===== src/rtl/uart_ctrl_pkg.sv =====
// Shared definitions for the UART receive-side frame controller.
//   - UART_NUM_DATA_BITS : global UART character width
//   - SOF_BYTE_DEFAULT   : default start-of-frame marker
//   - frame_state_e      : frame parser states
//   - timer_width()      : width of a counter that must reach ticks-1
//   - index_width()      : width of an index into a buffer of given depth
package uart_ctrl_pkg;

  localparam int UART_NUM_DATA_BITS = 8;

  localparam logic [7:0] SOF_BYTE_DEFAULT = 8'hA5;

  typedef enum logic [2:0] {
    ST_IDLE,
    ST_CMD,
    ST_LEN,
    ST_PAYLOAD,
    ST_CHECK,
    ST_HOLD
  } frame_state_e;

  // Bits needed to count 0..ticks-1 (never narrower than one bit).
  function automatic int timer_width(input int ticks);
    return (ticks > 1) ? $clog2(ticks) : 1;
  endfunction

  // Bits needed to address depth entries (never narrower than one bit).
  function automatic int index_width(input int depth);
    return (depth > 1) ? $clog2(depth) : 1;
  endfunction

endpackage


===== src/rtl/uart_frame_buf.sv =====
// Payload buffer for the frame controller: DEPTH x 8 register file.
// Ports:
//   clk   - clock
//   we    - write enable (synchronous write)
//   waddr - write index
//   wdata - write byte
//   raddr - read index
//   rdata - read byte (combinational; 0 for indices beyond DEPTH)
module uart_frame_buf #(
  parameter int DEPTH = 16,
  parameter int AW    = 4
) (
  input  logic          clk,
  input  logic          we,
  input  logic [AW-1:0] waddr,
  input  logic [7:0]    wdata,
  input  logic [AW-1:0] raddr,
  output logic [7:0]    rdata
);

  logic [7:0] mem [DEPTH];

  // NOTE: the storage array has no reset; contents are only meaningful
  // below the held frame's length, which is always written first.
  always_ff @(posedge clk) begin
    if (we && (int'(waddr) < DEPTH)) begin
      mem[waddr] <= wdata;
    end
  end

  assign rdata = (int'(raddr) < DEPTH) ? mem[raddr] : 8'h00;

endmodule


===== src/rtl/uart_rx_frame_ctrl.sv =====
// Sequences one uart_rx instance and assembles its byte stream into
// validated command frames: SOF, CMD, LEN, LEN payload bytes, CHK, where
// CHK is the XOR of CMD, LEN and every payload byte.
// Ports:
//   baud        - 16x oversample clock shared with uart_rx
//   rst_n       - asynchronous active-low reset
//   rx_enable   - uart_rx enable; dropped for one cycle after an abort
//   rx_data     - received character from uart_rx
//   rx_done     - uart_rx done level (rising edge = new byte)
//   rx_busy     - uart_rx busy (not needed by this controller)
//   rx_error    - uart_rx error level (rising edge = line error)
//   cmd_valid   - a validated frame is held for the host
//   cmd_code    - CMD byte of the held frame
//   cmd_len     - payload length of the held frame
//   pl_addr     - payload read index
//   pl_data     - payload byte at pl_addr (combinational)
//   cmd_ack     - host releases the held frame
//   err_chk     - pulse: checksum mismatch
//   err_len     - pulse: LEN larger than MAX_PAYLOAD
//   err_line    - pulse: line error inside a frame
//   err_timeout - pulse: inter-byte timeout inside a frame
//   drop_count  - saturating count of aborted or overrun frames
module uart_rx_frame_ctrl
  import uart_ctrl_pkg::*;
#(
  parameter int         NUM_DATA_BITS = UART_NUM_DATA_BITS,
  parameter int         MAX_PAYLOAD   = 16,
  parameter logic [7:0] SOF_BYTE      = SOF_BYTE_DEFAULT,
  parameter int         TIMEOUT_TICKS = 704,
  localparam int        LW            = $clog2(MAX_PAYLOAD + 1),
  localparam int        AW            = index_width(MAX_PAYLOAD)
) (
  input  logic                     baud,
  input  logic                     rst_n,
  output logic                     rx_enable,
  input  logic [NUM_DATA_BITS-1:0] rx_data,
  input  logic                     rx_done,
  input  logic                     rx_busy,
  input  logic                     rx_error,
  output logic                     cmd_valid,
  output logic [7:0]               cmd_code,
  output logic [LW-1:0]            cmd_len,
  input  logic [AW-1:0]            pl_addr,
  output logic [7:0]               pl_data,
  input  logic                     cmd_ack,
  output logic                     err_chk,
  output logic                     err_len,
  output logic                     err_line,
  output logic                     err_timeout,
  output logic [7:0]               drop_count
);

  localparam int TW = timer_width(TIMEOUT_TICKS);

  // Protocol bytes are 8 bits wide; the UART width is expected to match.
  logic [7:0] rx_byte;
  assign rx_byte = rx_data[7:0];

  // rx_busy carries no information the controller needs.
  logic unused_inputs;
  assign unused_inputs = rx_busy;

  // ---------------------------------------------------------------------
  // Registered state
  // ---------------------------------------------------------------------
  frame_state_e  state_q, state_d;
  logic          done_q, err_q;
  logic [7:0]    chk_q, chk_d;
  logic [AW-1:0] idx_q, idx_d;
  logic [TW-1:0] timer_q, timer_d;
  logic [7:0]    code_d;
  logic [LW-1:0] len_d;
  logic [7:0]    drop_d;

  // ---------------------------------------------------------------------
  // Edge events from the uart_rx level outputs
  // ---------------------------------------------------------------------
  logic byte_evt, err_evt;
  assign byte_evt = rx_done  & ~done_q;
  assign err_evt  = rx_error & ~err_q;

  logic in_frame, timer_hit;
  assign in_frame  = (state_q inside {ST_CMD, ST_LEN, ST_PAYLOAD, ST_CHECK});
  assign timer_hit = (timer_q == TW'(TIMEOUT_TICKS - 1));

  // Per-cycle decision flags
  logic buf_we;
  logic chk_fail, len_fail, line_fail, tmo_fail, overrun;
  logic abort, drop_inc;

  // ---------------------------------------------------------------------
  // Next-state and datapath decode
  // ---------------------------------------------------------------------
  // NOTE: every signal assigned here gets a default first, so no path
  // leaves a value unassigned and no latch is inferred.
  always_comb begin
    state_d   = state_q;
    chk_d     = chk_q;
    idx_d     = idx_q;
    code_d    = cmd_code;
    len_d     = cmd_len;
    buf_we    = 1'b0;
    chk_fail  = 1'b0;
    len_fail  = 1'b0;
    line_fail = 1'b0;
    tmo_fail  = 1'b0;
    overrun   = 1'b0;

    if (in_frame && err_evt) begin
      // Line error beats any byte arriving in the same cycle.
      line_fail = 1'b1;
      state_d   = ST_IDLE;
    end else if (in_frame && !byte_evt && timer_hit) begin
      tmo_fail = 1'b1;
      state_d  = ST_IDLE;
    end else begin
      unique case (state_q)
        ST_IDLE: begin
          if (byte_evt && (rx_byte == SOF_BYTE)) state_d = ST_CMD;
        end

        ST_CMD: begin
          if (byte_evt) begin
            code_d  = rx_byte;
            chk_d   = rx_byte;
            state_d = ST_LEN;
          end
        end

        ST_LEN: begin
          if (byte_evt) begin
            if (int'(rx_byte) > MAX_PAYLOAD) begin
              len_fail = 1'b1;
              state_d  = ST_IDLE;
            end else begin
              len_d   = LW'(rx_byte);
              chk_d   = chk_q ^ rx_byte;
              idx_d   = '0;
              state_d = (rx_byte == 8'h00) ? ST_CHECK : ST_PAYLOAD;
            end
          end
        end

        ST_PAYLOAD: begin
          if (byte_evt) begin
            buf_we = 1'b1;
            chk_d  = chk_q ^ rx_byte;
            idx_d  = idx_q + AW'(1);
            if (int'(idx_q) == int'(cmd_len) - 1) state_d = ST_CHECK;
          end
        end

        ST_CHECK: begin
          if (byte_evt) begin
            if (rx_byte == chk_q) begin
              state_d = ST_HOLD;
            end else begin
              chk_fail = 1'b1;
              state_d  = ST_IDLE;
            end
          end
        end

        ST_HOLD: begin
          if (cmd_ack) begin
            // The acknowledge wins; a coincident byte is judged as in IDLE.
            state_d = (byte_evt && (rx_byte == SOF_BYTE)) ? ST_CMD : ST_IDLE;
          end else if (byte_evt) begin
            overrun = 1'b1;
          end
        end

        default: state_d = ST_IDLE;
      endcase
    end

    abort    = line_fail | tmo_fail | len_fail;
    drop_inc = abort | chk_fail | overrun;
    drop_d   = (drop_inc && (drop_count != 8'hFF)) ? drop_count + 8'd1 : drop_count;

    // Timer restarts on every byte and only runs while a frame is open.
    if (byte_evt || !(state_d inside {ST_CMD, ST_LEN, ST_PAYLOAD, ST_CHECK})) begin
      timer_d = '0;
    end else begin
      timer_d = timer_q + TW'(1);
    end
  end

  // ---------------------------------------------------------------------
  // Registers
  // ---------------------------------------------------------------------
  // NOTE: sequential state is updated with non-blocking assignments only,
  // so every register samples the pre-edge values computed above.
  always_ff @(posedge baud or negedge rst_n) begin
    if (!rst_n) begin
      state_q     <= ST_IDLE;
      done_q      <= 1'b0;
      err_q       <= 1'b0;
      chk_q       <= '0;
      idx_q       <= '0;
      timer_q     <= '0;
      rx_enable   <= 1'b0;
      cmd_valid   <= 1'b0;
      cmd_code    <= '0;
      cmd_len     <= '0;
      err_chk     <= 1'b0;
      err_len     <= 1'b0;
      err_line    <= 1'b0;
      err_timeout <= 1'b0;
      drop_count  <= '0;
    end else begin
      state_q     <= state_d;
      done_q      <= rx_done;
      err_q       <= rx_error;
      chk_q       <= chk_d;
      idx_q       <= idx_d;
      timer_q     <= timer_d;
      rx_enable   <= ~abort;
      cmd_valid   <= (state_d == ST_HOLD);
      cmd_code    <= code_d;
      cmd_len     <= len_d;
      err_chk     <= chk_fail;
      err_len     <= len_fail;
      err_line    <= line_fail;
      err_timeout <= tmo_fail;
      drop_count  <= drop_d;
    end
  end

  // ---------------------------------------------------------------------
  // Payload storage
  // ---------------------------------------------------------------------
  uart_frame_buf #(
    .DEPTH(MAX_PAYLOAD),
    .AW   (AW)
  ) u_buf (
    .clk  (baud),
    .we   (buf_we),
    .waddr(idx_q),
    .wdata(rx_byte),
    .raddr(pl_addr),
    .rdata(pl_data)
  );

endmodule


===== config.mk =====
export PLATFORM = sky130hd
export DESIGN_NAME = uart_rx_frame_ctrl
export DESIGN_NICKNAME = d
export VERILOG_FILES = /design/src/rtl/uart_ctrl_pkg.sv /design/src/rtl/uart_frame_buf.sv /design/src/rtl/uart_rx_frame_ctrl.sv
export SDC_FILE = /design/constraint.sdc
export NUM_CORES = 1
export LEC_CHECK = 0
export ABC_AREA = 1
export CORE_UTILIZATION = 36
export CTS_CLUSTER_SIZE = 40
export DETAILED_ROUTE_END_ITERATION = 6
export GPL_TIMING_DRIVEN = 0
export PLACE_DENSITY = 0.58
export SYNTH_ARGS = -nofsm -noshare
export SYNTH_HDL_FRONTEND = slang
export SYNTH_SLANG_ARGS = --single-unit

===== constraint.sdc =====
create_clock -name baud -period 2.5 [get_ports baud]
set_input_delay 0.5 -clock baud [delete_from_list [all_inputs] [get_ports baud]]
set_output_delay 0.5 -clock baud [all_outputs]
set_load 0.05 [all_outputs]

## Word-level counts from Yosys, hierarchy flattened

Memory sizes are Yosys's and may differ from the RTL's.
Cells that the tools add are included.
W data, S select, Z words.

- Add/sub/neg operators: 4
- $lt $le $gt $ge: 1
- Equal/unequal tests: 19
- Multiplexer cells: 47
- Bitwise logic cells: 13
- Reduce and logical (&&, ||, !) cells: 18

Operators with widths:

| operator | number |
|---|---|
| $mux W3 | 12 |
| $mux W8 | 4 |
| $mux W1 | 24 |
| $pmux W8 S3 | 1 |
| $pmux W3 S6 | 1 |
| $eq A3 B2 Y1 const B | 4 |
| $eq A3 B3 Y1 const B | 4 |
| $mux W4 | 3 |
| $add A10 B1 Y10 const B | 1 |
| $eq A10 B10 Y1 const B | 1 |
| $mux W10 | 1 |
| $add A8 B1 Y8 const B | 1 |
| $eq A8 B8 Y1 | 1 |
| $eq A8 B8 Y1 const B | 1 |
| $gt A8 B5 Y1 const B | 1 |
| $logic_not A8 Y1 | 1 |
| $ne A2 B2 Y1 const B | 4 |
| $ne A8 B8 Y1 const B | 1 |
| $pmux W4 S2 | 1 |
| $reduce_bool A4 Y1 | 2 |
| $xor A8 B8 Y8 | 1 |
| $reduce_and A7 Y1 | 1 |
| $eq A3 B1 Y1 const B | 2 |
| $eq A5 B6 Y1 | 1 |
| other kinds (14) | 28 |

- Register bits after elaboration: 54
- Memory bits (writable): 128
- Input port bits: 18
- Output and inout bits: 35
- Word-level logic and storage cells: 118
- Memories: 1

Memory list:

| name | depth | width | read ports | clocked after memory_dff | wr ports | line | text |
|---|---|---|---|---|---|---|---|
| u_buf.mem | 16 | 8 | 1 | 0 | 1 | uart_frame_buf.sv:21 | `logic [7:0] mem [DEPTH];` |

## Longest topological paths before layout

- Depth in word-level cells: 13
- Gate-level depth with buffers: 15
- Gate-level depth less buffers: 15

## Cells and area by module

Synthesis repeated with hierarchy kept, for this count alone.

- Cells, all modules: 915
- Area, all modules: 8533.2 um^2

Modules (own cells, without submodules):

| module | times used | cells an instance | area an instance (um^2) |
|---|---|---|---|
| uart_frame_buf | 1 | 543 | 5606.6 |
| uart_rx_frame_ctrl | 1 | 372 | 2926.6 |

## Worst setup path before layout

OpenSTA, ideal clock, no wires.

- Path type: input -> output
- From: input pl_addr[0]
- To: output pl_data[6]
- Arrival: 1923 ps
- Data required time: 2000 ps
- Slack: 77 ps
- Cell stages on the path: 7
- Path buffers: 3
- Path through: clkbuf_1 > buf_2 > buf_1 > mux2i_1 > o211ai_1 > nand3_1 > nand2_1

- Cells in the longest elaborated chain, start to end: 1

RTL lines:

| element | line | text |
|---|---|---|
| from (decl) | uart_rx_frame_ctrl.sv:43 | `input logic [AW-1:0] pl_addr,` |
| $mem_v2 Z16 W8 | - |  |
| to (decl) | uart_rx_frame_ctrl.sv:44 | `output logic [7:0] pl_data,` |

Every way passes these cells.

## Final worst setup path

Ends and elaborated chain as after synthesis.

==> qor.yml <==
syn_nets: 774
max-slew-margin-rel: 0.583
seq_area_sq_um: 5190
min_path_type: "primary input to async pin"
cts_max_path_buffers: 2
cts_tree: "built"
grt_overflow_total: 0
timing.fmax_mhz: 409
synth_area_sq_um: 8120
cp_common_cell: "buf_2"
slew_violations: 0
path_clk_slew_ns: 0.07
cts_hold_buf: 0
crit_path_max_fanout: 10
root_buffer: "clkbuf_16"
worstSkewPairLatency_ns: 0.43
path_cells: "clkbuf_2 -> buf_6 -> buf_2 -> a21oi_1 -> o21ai_0 -> o211ai_1 -> nand3_1 -> nand2_1 -> buf_2"
totalWireLength_mm: 19.7
io_buffer_count: 48
yosys_warnings: 0
synth_commonest_cells: "134 x nand2_1, 128 x edfxtp_1, 87 x inv_1"
clkSinkCount: 182
worst-r2r-cell-count: 9
crit_path_max_incr_delay_ns: 0.27
grtUsageTotal: 0.176
yosys_register_bits: 182
fin_nets: 847
initial_core_util: 0.370
diodes: 0
status: "complete, but fails checks"
yosysTopAreaCell: "edfxtp_1"
io_pins: 53
cts_max_level: 4
synth_area_per_cell_sq_um: 10.8
seq_area_frac_synth: 0.640
critPathKind: "primary input to output port"
antenna_found_initial: 0
synthMostInstantiatedCell: "nand2_1"
multi_input_area_sq_um: 2600
route.detailed.drc: 3
cp.arrival_ns: 1.95
gp_congestion: 0.856
cap_violations: 0
setup_viol: 0
finalInstanceArea_sq_um: 9760
dp_hpwl_mm: 12.7
crit_slowest_cell: "buf_2"
synthCells: 749
core_sq_um: 22000
grt_max_degree: 29
die_area_sq_um: 23200
required_ns: 2.00
die_height_microns: 152
rsz0062_at_grt: "true"
startpoint_type: "primary input"
synth-edff-count: 128
cp_num_buf_inv: 4
violations: "DRC"
die_x_microns: 152
crit_cells: 9
peakVddDrop_mv: 0.662
drive_gt1_frac: 0.139
nFillCells: 2028
placed_cell_area_sq_um: 8970
crit_family: "buffers and inverters"
cts_inserted_buffers: 17
p_total_mw: 8.31
synth_area_leaders: "edfxtp_1 47%, dfrtp_1 17%, nand2_1 6.2%, o21ai_0 4.1%, inv_1 4.0%"
power.density_nw_per_um2: 852
ant_nets: 0
grt_first_pass_wirelength_mm: 30.9
p_leak_nw: 3.88
finalHoldViolCount: 0
first_iter_violations: 388
yosys_most_used_dff: "edfxtp_1"
avgViaCountPerCell: 5.00
synthArstFlopShare: 0.297
endpoint_kind: "output port"
hold_slack_ns: 0.0774
row_count: 54
min_period_over_period: 0.979
wire_per_inst_microns: 17.6
synth.distinct_cells: 34
worst_clock_skew_ns: 0.0129
synth.top_cell.area_share: 0.473
worstMarginPinSlew_ns: 0.626
first_pass_iters: 7
area_growth_pct: 20.2
via_count: 5576
fin_crit_ns: 2.45
grt_pass1_vias: 5464
-- final timing paths --
check                      startpoint         endpoint  slack (ns)
max                        pl_addr[0]       pl_data[6]        0.05
min                             rst_n    drop_count[4]        0.08
max reg2reg                state_q[0]  u_buf.mem[1][1]        0.14
min reg2reg                timer_q[0]       timer_q[0]        0.48
max in group asynchronous       rst_n         idx_q[3]        1.85
min in group baud          timer_q[0]       timer_q[0]        0.48
-- registers in the layout (all words and copies together) (netlist names) --
register and count:
chk_q 8, cmd_valid 1, err_len 1, cmd_len 5
rx_enable 1, state_q 3, err_q 1, err_line 1
err_timeout 1, done_q 1, cmd_code 8, idx_q 4
u_buf.mem 128, drop_count 8, err_chk 1, timer_q 10
-- power by group --
group / internal [mW] / leakage (nW) / switching [mW] / total (mW)
combinational: 0.622 / 1.76 / 1.42 / 2.04
sequential: 3.46 / 1.86 / 0.218 / 3.67
clock: 1.40 / 0.270 / 1.20 / 2.60
-- cells by family after synthesis --
family / Yosys count / share of synthesized area
adder cells (fa/ha/maj): 7 / 0.0108
multiplexers: 32 / 0.0394
XOR/XNOR: 14 / 0.0151
flip-flops: 182 / 0.640
buffers and inverters: 118 / 0.0558
AND/OR/NAND/NOR: 248 / 0.134
AO/OA/AOI/OAI: 148 / 0.105
-- cell type report --
| class | instances | share of cell area |
|---|---|---|
| flip-flops and latches | 182 | 0.532 |
| inverters | 93 | 0.0365 |
| plain buffers | 25 | 0.0168 |
| clock inverters | 14 | 0.0140 |
| multi-input cells | 449 | 0.266 |
| repair buffers | 54 | 0.0547 |
| well taps | 280 | 0.0359 |
| clock buffers | 18 | 0.0440 |
-- per-stage QoR --
stage,util,setup TNS [ns],setup WS [ns],instances
3_3_place_gp,0.408,-123.77,-1.03,1077
3_5_place_dp,0.408,-85.76,-1.04,1078
6_report,0.445,0,0.0520,1115
2_1_floorplan,-,0,0.0769,749
5_1_grt,0.445,-1.74,-0.101,1115
4_1_cts,0.437,-4.40,-0.204,1111
-- metal layers --
metal	up-vias	global-route usage	wire, microns
met2	150	0.284	9100
met5	-	0	0
met3	33	0.0373	1060
met1	2675	0.236	9100
met4	0	0.0612	402
li1	2718	-	-
-- timing repair --
item | CTS | global route
setup buffers | 1 | 4
cloned | 0 | 0
setup endpoints to repair | 166 | 154
resized for setup | 97 | 50
pin swaps | 0 | 5
-- layout by cell type (no fill, tap or decap), types with 8 or more instances in the layout --
cell,netlist,routed
clkdlybuf4s50_1,0,30
clkbuf_16,0,17
a21oi_1,37,37
buf_2,3,8
nor2_2,5,8
xor2_1,11,11
dfrtp_1,54,54
inv_1,87,87
clkbuf_2,0,13
mux2i_1,32,31
o211ai_1,40,40
nand3_1,34,34
edfxtp_1,128,128
nor2_4,5,19
o21ai_0,66,61
nor2_1,53,36
nand2_1,134,134
(Power assumes the default switching activity.)
